**src/rtl/adsr_envelope.sv**
```systemverilog
// ADSR envelope gain stage.
//
// Scales each signed input sample by an unsigned envelope level and advances the
// ADSR state machine once per accepted sample (one accept = one envelope tick).
// The enveloped sample is held in a ready/valid output register.
//
// Optional build macro: ADSR_ENVELOPE_ROUND_EN selects round-half-up scaling
// instead of floor scaling. The envelope state machine is the same in both builds.
//
// Ports:
//   clk_i            clock
//   reset_ni         asynchronous active-low reset
//   data_i           signed input sample
//   valid_i          input sample valid
//   ready_o          stage can accept a sample
//   gate_i           note-on level (1 = key held)
//   attack_rate_i    level increment per tick in ATTACK
//   decay_rate_i     level decrement per tick in DECAY
//   sustain_level_i  sustain level
//   release_rate_i   level decrement per tick in RELEASE
//   data_o           enveloped signed sample
//   valid_o          data_o valid
//   ready_i          downstream accepts data_o
//   env_o            current envelope level
//   state_o          IDLE=0, ATTACK=1, DECAY=2, SUSTAIN=3, RELEASE=4
module adsr_envelope #(
  parameter int unsigned width_p     = 12,
  parameter int unsigned env_width_p = 8
) (
  input  logic                   clk_i,
  input  logic                   reset_ni,
  input  logic [width_p-1:0]     data_i,
  input  logic                   valid_i,
  output logic                   ready_o,
  input  logic                   gate_i,
  input  logic [env_width_p-1:0] attack_rate_i,
  input  logic [env_width_p-1:0] decay_rate_i,
  input  logic [env_width_p-1:0] sustain_level_i,
  input  logic [env_width_p-1:0] release_rate_i,
  output logic [width_p-1:0]     data_o,
  output logic                   valid_o,
  input  logic                   ready_i,
  output logic [env_width_p-1:0] env_o,
  output logic [2:0]             state_o
);

  localparam int unsigned ProdW = width_p + env_width_p + 1;
  localparam logic [env_width_p-1:0] EnvMax = '1;
  localparam logic signed [ProdW-1:0] RoundBias =
    {{(ProdW - env_width_p){1'b0}}, 1'b1, {(env_width_p - 1){1'b0}}};

  typedef enum logic [2:0] {
    StIdle    = 3'd0,
    StAttack  = 3'd1,
    StDecay   = 3'd2,
    StSustain = 3'd3,
    StRelease = 3'd4
  } state_e;

  state_e                 state_q, state_d;
  logic [env_width_p-1:0] env_q, env_d;
  logic [width_p-1:0]     data_q, data_d;
  logic                   valid_q, valid_d;

  logic accept;

  assign ready_o = ~valid_q | ready_i;
  assign accept  = valid_i & ready_o;

  // Multiply with the envelope level held before this tick's update.
  logic signed [ProdW-1:0] data_ext, env_ext, prod, prod_adj;

  assign data_ext = {{(env_width_p + 1){data_i[width_p-1]}}, data_i};
  assign env_ext  = {{width_p{1'b0}}, 1'b0, env_q};
  assign prod     = data_ext * env_ext;

`ifdef ADSR_ENVELOPE_ROUND_EN
  assign prod_adj = prod + RoundBias;
`else
  assign prod_adj = prod;
`endif

  // The slice below is the arithmetic shift right by env_width_p, truncated.
  logic unused_prod;
  assign unused_prod = ^{prod_adj[ProdW-1], prod_adj[env_width_p-1:0], RoundBias};

  // Envelope arithmetic, one extra bit to catch saturation and underflow.
  logic [env_width_p:0]   att_sum, dec_diff, rel_diff;
  logic                   att_full, dec_floor, rel_zero;
  logic [env_width_p-1:0] att_level;

  assign att_sum   = {1'b0, env_q} + {1'b0, attack_rate_i};
  assign att_full  = att_sum >= {1'b0, EnvMax};
  assign att_level = att_full ? EnvMax : att_sum[env_width_p-1:0];

  assign dec_diff  = {1'b0, env_q} - {1'b0, decay_rate_i};
  // Also covers sustain at or above the current level: snap straight to it.
  assign dec_floor = dec_diff[env_width_p] |
                     (dec_diff[env_width_p-1:0] <= sustain_level_i);

  assign rel_diff  = {1'b0, env_q} - {1'b0, release_rate_i};
  assign rel_zero  = rel_diff[env_width_p] | (rel_diff[env_width_p-1:0] == '0);

  always_comb begin
    state_d = state_q;
    env_d   = env_q;
    data_d  = data_q;
    valid_d = valid_q;

    if (accept) begin
      data_d  = prod_adj[env_width_p +: width_p];
      valid_d = 1'b1;

      unique case (state_q)
        StIdle: begin
          // Note-on from idle applies the first attack step on the same tick.
          if (gate_i) begin
            env_d   = att_level;
            state_d = att_full ? StDecay : StAttack;
          end
        end
        StAttack: begin
          if (!gate_i) begin
            state_d = StRelease;
          end else begin
            env_d = att_level;
            if (att_full) state_d = StDecay;
          end
        end
        StDecay: begin
          if (!gate_i) begin
            state_d = StRelease;
          end else if (dec_floor) begin
            env_d   = sustain_level_i;
            state_d = StSustain;
          end else begin
            env_d = dec_diff[env_width_p-1:0];
          end
        end
        StSustain: begin
          env_d = sustain_level_i;
          if (!gate_i) state_d = StRelease;
        end
        StRelease: begin
          // Retrigger keeps the current level rather than restarting from 0.
          if (gate_i) begin
            state_d = StAttack;
          end else if (rel_zero) begin
            env_d   = '0;
            state_d = StIdle;
          end else begin
            env_d = rel_diff[env_width_p-1:0];
          end
        end
        default: begin
          state_d = StIdle;
          env_d   = '0;
        end
      endcase
    end else if (ready_i) begin
      valid_d = 1'b0;
    end
  end

  always_ff @(posedge clk_i or negedge reset_ni) begin
    if (!reset_ni) begin
      state_q <= StIdle;
      env_q   <= '0;
      data_q  <= '0;
      valid_q <= 1'b0;
    end else begin
      state_q <= state_d;
      env_q   <= env_d;
      data_q  <= data_d;
      valid_q <= valid_d;
    end
  end

  assign data_o  = data_q;
  assign valid_o = valid_q;
  assign env_o   = env_q;
  assign state_o = state_q;

endmodule

```
**config.mk**
```make
export PLATFORM = sky130hd
export DESIGN_NAME = adsr_envelope
export DESIGN_NICKNAME = d
export VERILOG_FILES = /design/src/rtl/adsr_envelope.sv
export SDC_FILE = /design/constraint.sdc
export NUM_CORES = 1
export LEC_CHECK = 0
export CAP_MARGIN = 10
export CORE_MARGIN = 1.5
export CORE_UTILIZATION = 35
export CTS_CLUSTER_DIAMETER = 30
export DETAILED_ROUTE_END_ITERATION = 7
export SLEW_MARGIN = 15
export SYNTH_ARGS = -nofsm -noshare
export SYNTH_HDL_FRONTEND = slang
export SYNTH_SLANG_ARGS = --single-unit
```
**constraint.sdc**
```tcl
create_clock -name clk_i -period 7.85 [get_ports clk_i]
set_input_delay 1.57 -clock clk_i [delete_from_list [all_inputs] [get_ports clk_i]]
set_output_delay 1.57 -clock clk_i [all_outputs]
set_load 0.005 [all_outputs]
```
==> results of run 1 <==
==> worst paths after layout <==
| kind | startpoint | endpoint | slack (ns) |
|---|---|---|---|
| max reg2reg | env_o[4] | data_o[10] | 2.62 |
| max | data_i[5] | data_o[10] | 1.51 |
| min reg2reg | data_o[6] | data_o[6] | 0.50 |
| min in group asynchronous | reset_ni | data_o[6] | 1.29 |
| max in group asynchronous | reset_ni | env_o[1] | 6.20 |
| min | data_o[6] | data_o[6] | 0.50 |
==> per-stage QoR <==
| stage | instance area [um2] | setup slack [ns] | cells | util (%) | hold WS (ns) |
|---|---|---|---|---|---|
| final | 6929 | 1.505 | 965 | 42.08 | 0.4977 |
| after floorplan | 5867 | 2.208 | 680 | - | 0.4733 |
| after global placement | 6845 | 1.355 | 961 | 41.57 | 0.4799 |
| after detailed placement | 6845 | 1.192 | 961 | 41.57 | 0.4784 |
| after CTS | 6934 | 1.481 | 965 | 42.11 | 0.5053 |
| after global routing | 6929 | 1.161 | 965 | 42.08 | 0.5530 |
==> critical path: stages <==
cell	delay, ns
clkdlybuf4s50_1	0.62
nand2_1	0.13
fa_1	0.56
inv_1	0.06
fa_1	0.49
inv_1	0.05
fa_1	0.47
inv_1	0.05
fa_1	0.47
ha_1	0.35
a2111oi_2	0.35
o21ai_1	0.20
a221oi_4	0.34
o21ai_2	0.18
a21boi_0	0.31
xor2_1	0.16
o21ai_0	0.08
==> cells in the final DEF, fill, tap and decap left out, types with 7 or more instances in the layout <==
cell             instances
a211oi_1                 8
a21o_1                   8
a21oi_1                 25
and2_1                  49
clkdlybuf4s50_1         72
dfrtp_1                 24
fa_1                    78
ha_1                    67
inv_1                  133
mux2i_1                 10
nand2_1                 75
nand2b_1                 7
nor2_1                  25
nor2b_1                 10
nor3_1                   8
o21ai_0                 18
o221ai_1                 7
xnor2_1                 16
xor2_1                  14
==> area by class of cell <==
cell class / count / area [um2] / share of cell area, %
repair buffers: 78 / 763.2 / 11.01
inverters: 133 / 499.2 / 7.205
clock buffers: 4 / 88.84 / 1.282
well taps: 220 / 275.3 / 3.973
multi-input cells: 506 / 4702 / 67.86
flip-flops and latches: 24 / 600.6 / 8.667
==> routing by layer <==
metal / wire length, um / up-vias / track usage (%) / part of all wire (%)
met5: 0 / - / 0 / 0
met1: 7225 / 2291 / 25.08 / 49
met2: 6856 / 87 / 29.41 / 47
li1: - / 2361 / - / -
met4: 70 / 0 / 0.9768 / 0.48
met3: 505 / 6 / 1.916 / 3.4
==> registers in the layout, indices dropped and copies added (netlist names) <==
signal	count
state_o	3
valid_o	1
data_o	12
env_o	8
==> logic make-up after synthesis <==
family                   Yosys count  share of synthesized area, %
adder cells (fa/ha/maj)          145                         40.90
multiplexers                      14                         2.474
XOR/XNOR                          30                         4.479
flip-flops                        24                         10.24
AND/OR/NAND/NOR                  193                         16.36
AO/OA/AOI/OAI                    124                         15.93
buffers and inverters            150                         9.618
==> results by group, run 1 <==
Clock network
  – Clock Sinks: 24
  – Clk buf depth: 2
  – Worst-Skew Late Latency: 0.26 ns
  – CTS tree: built
  – Root buf cell: clkbuf_16
  – Clock Pin Slew Worst Setup and Hold Paths: around 0.06 ns
  – H-tree depth: 1
  – Postcts setup bufs: 0
  – Post-CTS Hold Fix Bufs: 0
  – # resized after CTS: 0
  – CTS Buf Count: 3

Yosys
  – Cell with the most instances after synthesis: inv_1
  – Net Count, Synth: approximately 900
  – Yosys reg bits: 24
  – Async set-or-reset flop fraction in the synthesized netlist: 100.0%
  – Synth Cell Area: between 5000 and 6000 um2
  – Synth Flop Type: dfrtp_1
  – Top cell type by total area after synthesis: fa_1
  – Main area contributors after synthesis: fa_1, ha_1, dfrtp_1
  – Synthesized netlist cell count: just under 700
  – Synth warn: 0
  – Yosys top cell area share: about a quarter
  – Synth cell count leaders: inv_1, fa_1, nand2_1, ha_1, and2_1
  – Post-synth EDFFs: 0
  – Number of distinct library cells after synthesis: 64
  – Sequential area share after synthesis: 10.24%
  – Synthesized area per cell: approximately 8.6 um2

Final layout
  – Layout cells sized above 1: 3.356%
  – Area grow syn2layout: 18.11%
  – Layout Nets: 940
  – # diodes: 0
  – FILL cells: roughly 1,600

Floorplanning
  – Die outline height: about 130 um
  – CORE AREA: between 15,000 and 20,000 um2
  – Ports: 74
  – Site Rows: between 40 and 50
  – Die Wd: between 100 and 150 um
  – Die Area: 17,550 um2
  – Initial core utilization: a little over a third

Worst setup path
  – CP max FO: 8
  – R2R depth: 16
  – WS Path Type: input port to flip-flop
  – Setup crit end kind: flip-flop
  – Arrival @ worst endpoint: 6.45 ns
  – Req. time, crit path: just under 8 ns
  – Startpoint Class: input port

STA
  – Slew at the pin with the worst max-slew slack: around 0.9 ns
  – Setup TNS: 0 ns
  – RSZ-0062 raised after global routing: false
  – Min Tclk post-route: ~6.3 ns
  – Worst slew margin: around two fifths
  – Final Hold Vio Count: 0
  – Worst Skew: 0.004630 ns
  – Setup violators final: 0
  – Pins over their slew limit: 0
  – Tcrit/Tclk final: 80.83%
  – Fmax: ~160 MHz

Min path
  – Worst Hold Class: flip-flop to flip-flop
  – Hold-critical path depth: 2

Global routing
  – First-pass GRT wire length: around 25,000 um
  – Grt total ovfl: 0
  – Vias in the first global route: ~4,800
  – Largest net degree at the start of global routing: 31
  – Initial antenna violation count: 0
  – Total global-route track usage: between 15 and 20%

Detailed routing
  – Antenna viol nets, final: 0
  – Average wire per standard cell: 15.19 um
  – Starting DRT DRC Count: around 270
  – Avg Vias per Cell: ~4.9
  – TritonRoute pass-1 iters: 4
  – DR DRC count: 0
  – Vias: 4,745
  – Total Wirelength: roughly 15,000 um

Placed design
  – I/O Buffers: between 70 and 80
  – Post-DP HPWL: around 12,000 um
  – Placer Congestion: approximately 0.91

Outcome
  – Status: finished, final reports clean

Run
  – Max_cap viols: 0
Power of run 1 is left out: the tool's default activity adds up to more than one toggle a clock period on the data nets, which glitch-free logic cannot reach.
==> inputs of run 2 (changes only) <==
==> constraint.sdc (replaced) <==
create_clock -name clk_i -period 6.17 [get_ports clk_i]
set_input_delay 1.234 -clock clk_i [delete_from_list [all_inputs] [get_ports clk_i]]
set_output_delay 1.234 -clock clk_i [all_outputs]
set_load 0.005 [all_outputs]
==> results by group, run 2 (same netlist as run 1, synthesis figures left out) <==
STA
  – Min Tclk post-route: slightly below 6 ns
  – Slew at the pin with the worst max-slew slack: 1.019 ns (+0.1072 ns)
  – Tcrit/Tclk final: a little over nine tenths
  – Worst slew margin: 31.93% (-7.2 points)
  – Final Hold Vio Count: 0 (unchanged)
  – Pins over their slew limit: 0 (unchanged)
  – Setup violators final: 0 (unchanged)
  – Fmax: between 150 and 200 MHz
  – Worst Skew: 0.008367 ns (+0.003737 ns)
  – RSZ-0062 raised after global routing: false

Final layout
  – Most frequent cells in the layout: inv_1, fa_1, nand2_1
  – Max reg flops: 12 (unchanged)
  – # diodes: 0 (unchanged)
  – Area grow syn2layout: 20.77%
  – FILL cells: 1,662 (+1.5%)
  – Final Core Density: 43.03% (+0.95 points)
  – Commonest non-fill, non-tap cell in the layout: inv_1
  – Layout cells sized above 1: 5.643% (+2.3 points)
  – Layout Nets: 957 (+1.8%)

Clock network
  – Worst-Skew Late Latency: 0.27 ns (about the same)
  – Clk buf depth: 2 (unchanged)
  – Post-CTS Hold Fix Bufs: 0 (unchanged)
  – Postcts setup bufs: 0 (unchanged)
  – CTS Buf Count: 3 (unchanged)
  – Clock Pin Slew Worst Setup and Hold Paths: 0.07 ns (about the same)
  – CTS tree: built
  – H-tree depth: 1 (unchanged)
  – Root buf cell: clkbuf_16
  – Clock Sinks: 24 (unchanged)

Outcome
  – Status: finished, final reports clean

Global routing
  – Vias in the first global route: 5,012 (+4.7%)
  – Largest net degree at the start of global routing: 31 (unchanged)
  – First-pass GRT wire length: 25,840 um (+5.2%)
  – Grt total ovfl: 0 (unchanged)
  – Initial antenna violation count: 0 (unchanged)
  – Total global-route track usage: 18.10% (+0.75 points)

Worst setup path
  – WS Path Type: input port to flip-flop
  – Startpoint Class: input port
  – Reg-to-reg setup timing slack: 1.03 ns (-1.59 ns)
  – Most frequent CP cell: fa_1
  – Setup crit end kind: flip-flop
  – CP peak stage delay: 0.56 ns (-0.06 ns)
  – Req. time, crit path: 6.27 ns (-1.68 ns)
  – CP max FO: 5 (-3)
  – Worst Path Buf+Inv: 5 (+1)
  – Slowest cell on crit path: clkdlybuf4s50_1
  – Arrival @ worst endpoint: 5.99 ns (-0.46 ns)
  – CP cell instances: clkdlybuf4s50_1 > nand2_1 > fa_1 > inv_1 > fa_1 > inv_1 > fa_1 > inv_1 > fa_1 > ha_1 > a2111oi_2 > o21ai_2 > a221oi_4 > buf_4 > o21bai_1 > a21oi_1 > xor2_1 > o21ai_0
  – Family with the most delay on the worst path: adder cells

Detailed routing
  – DR DRC count: 0 (unchanged)
  – Vias: 4,863 (+2.5%)
  – Antenna viol nets, final: 0 (unchanged)
  – Starting DRT DRC Count: 265 (-0.75%)
  – Total Wirelength: 14,970 um (+2.1%)
  – TritonRoute pass-1 iters: 4 (unchanged)
  – Avg Vias per Cell: 4.952 (+0.71%)
  – Average wire per standard cell: 15.24 um (+0.35%)

Floorplanning
  – Die outline height: 132.5 um (unchanged)
  – Die Area: 17,550 um2 (unchanged)
  – Ports: 74 (unchanged)
  – Die Wd: 132.5 um (unchanged)
  – Site Rows: 47 (unchanged)
  – CORE AREA: 16,470 um2 (unchanged)
  – Initial core utilization: 35.63% (unchanged)

Placed design
  – Placer Congestion: 0.8544 (-6.0%)
  – Post-DP HPWL: 12,430 um (+1.8%)
  – I/O Buffers: 73 (unchanged)

Run
  – Max_cap viols: 0 (unchanged)

Min path
  – Worst Hold Class: flip-flop to flip-flop
run 2: cell count changes in the layout (fill, tap and decap cells not counted), sizes merged:
cell / delta
dlymetal6s2s: +2
clkdlybuf4s50: -1
buf: +16
run 2: routing by layer:
layer	vias up	wire, um	global-route usage (%)
li1	2394	-	-
met1	2350	7092	25.74
met2	106	7001	30.05
met3	13	741	2.797
met4	0	132	2.076
met5	-	0	0
run 2: cell type report:
cell class	instances	area (um2)	area share [%]
flip-flops and latches	24	600.6	8.476
inverters	133	499.2	7.046
well taps	220	275.3	3.885
repair buffers	95	900.9	12.71
clock buffers	4	88.84	1.254
multi-input cells	506	4721	66.63
run 2: final timing paths:
path | end | startpoint | depth (start not counted)
setup / recovery | data_o[5] | data_i[5] | 18
hold / removal | data_o[6] | data_o[6] | 2
setup reg to reg | data_o[5] | env_o[1] | 17
hold reg to reg | data_o[6] | data_o[6] | 2
max in group asynchronous | env_o[1] | reset_ni | 2
min in group asynchronous | data_o[6] | reset_ni | 2
run 2: through the flow:
stage	setup TNS (ns)	setup WS [ns]	hold WS, ns	cells	cell area (um2)
global route	0	0.02387	0.5173	982	7086
finish	0	0.2846	0.5028	982	7086
detailed placement	-0.05524	-0.02822	0.4781	978	6973
global placement	0	0.05035	0.4802	978	6973
floorplan	0	0.8644	0.4733	680	5867
CTS	0	0.2743	0.5075	982	7062
run 2: worst min-delay path, stage by stage, from the launching register on:
cell	delay, ns
dfrtp_1	0.34
nand2_1	0.05
o21ai_0	0.07
run 2: what timing repair did:
action,CTS,global route
endpoints found under the setup margin,0,4
hold endpoints to repair,0,0
resized for setup,0,6
Power of run 2 is left out for the same reason.
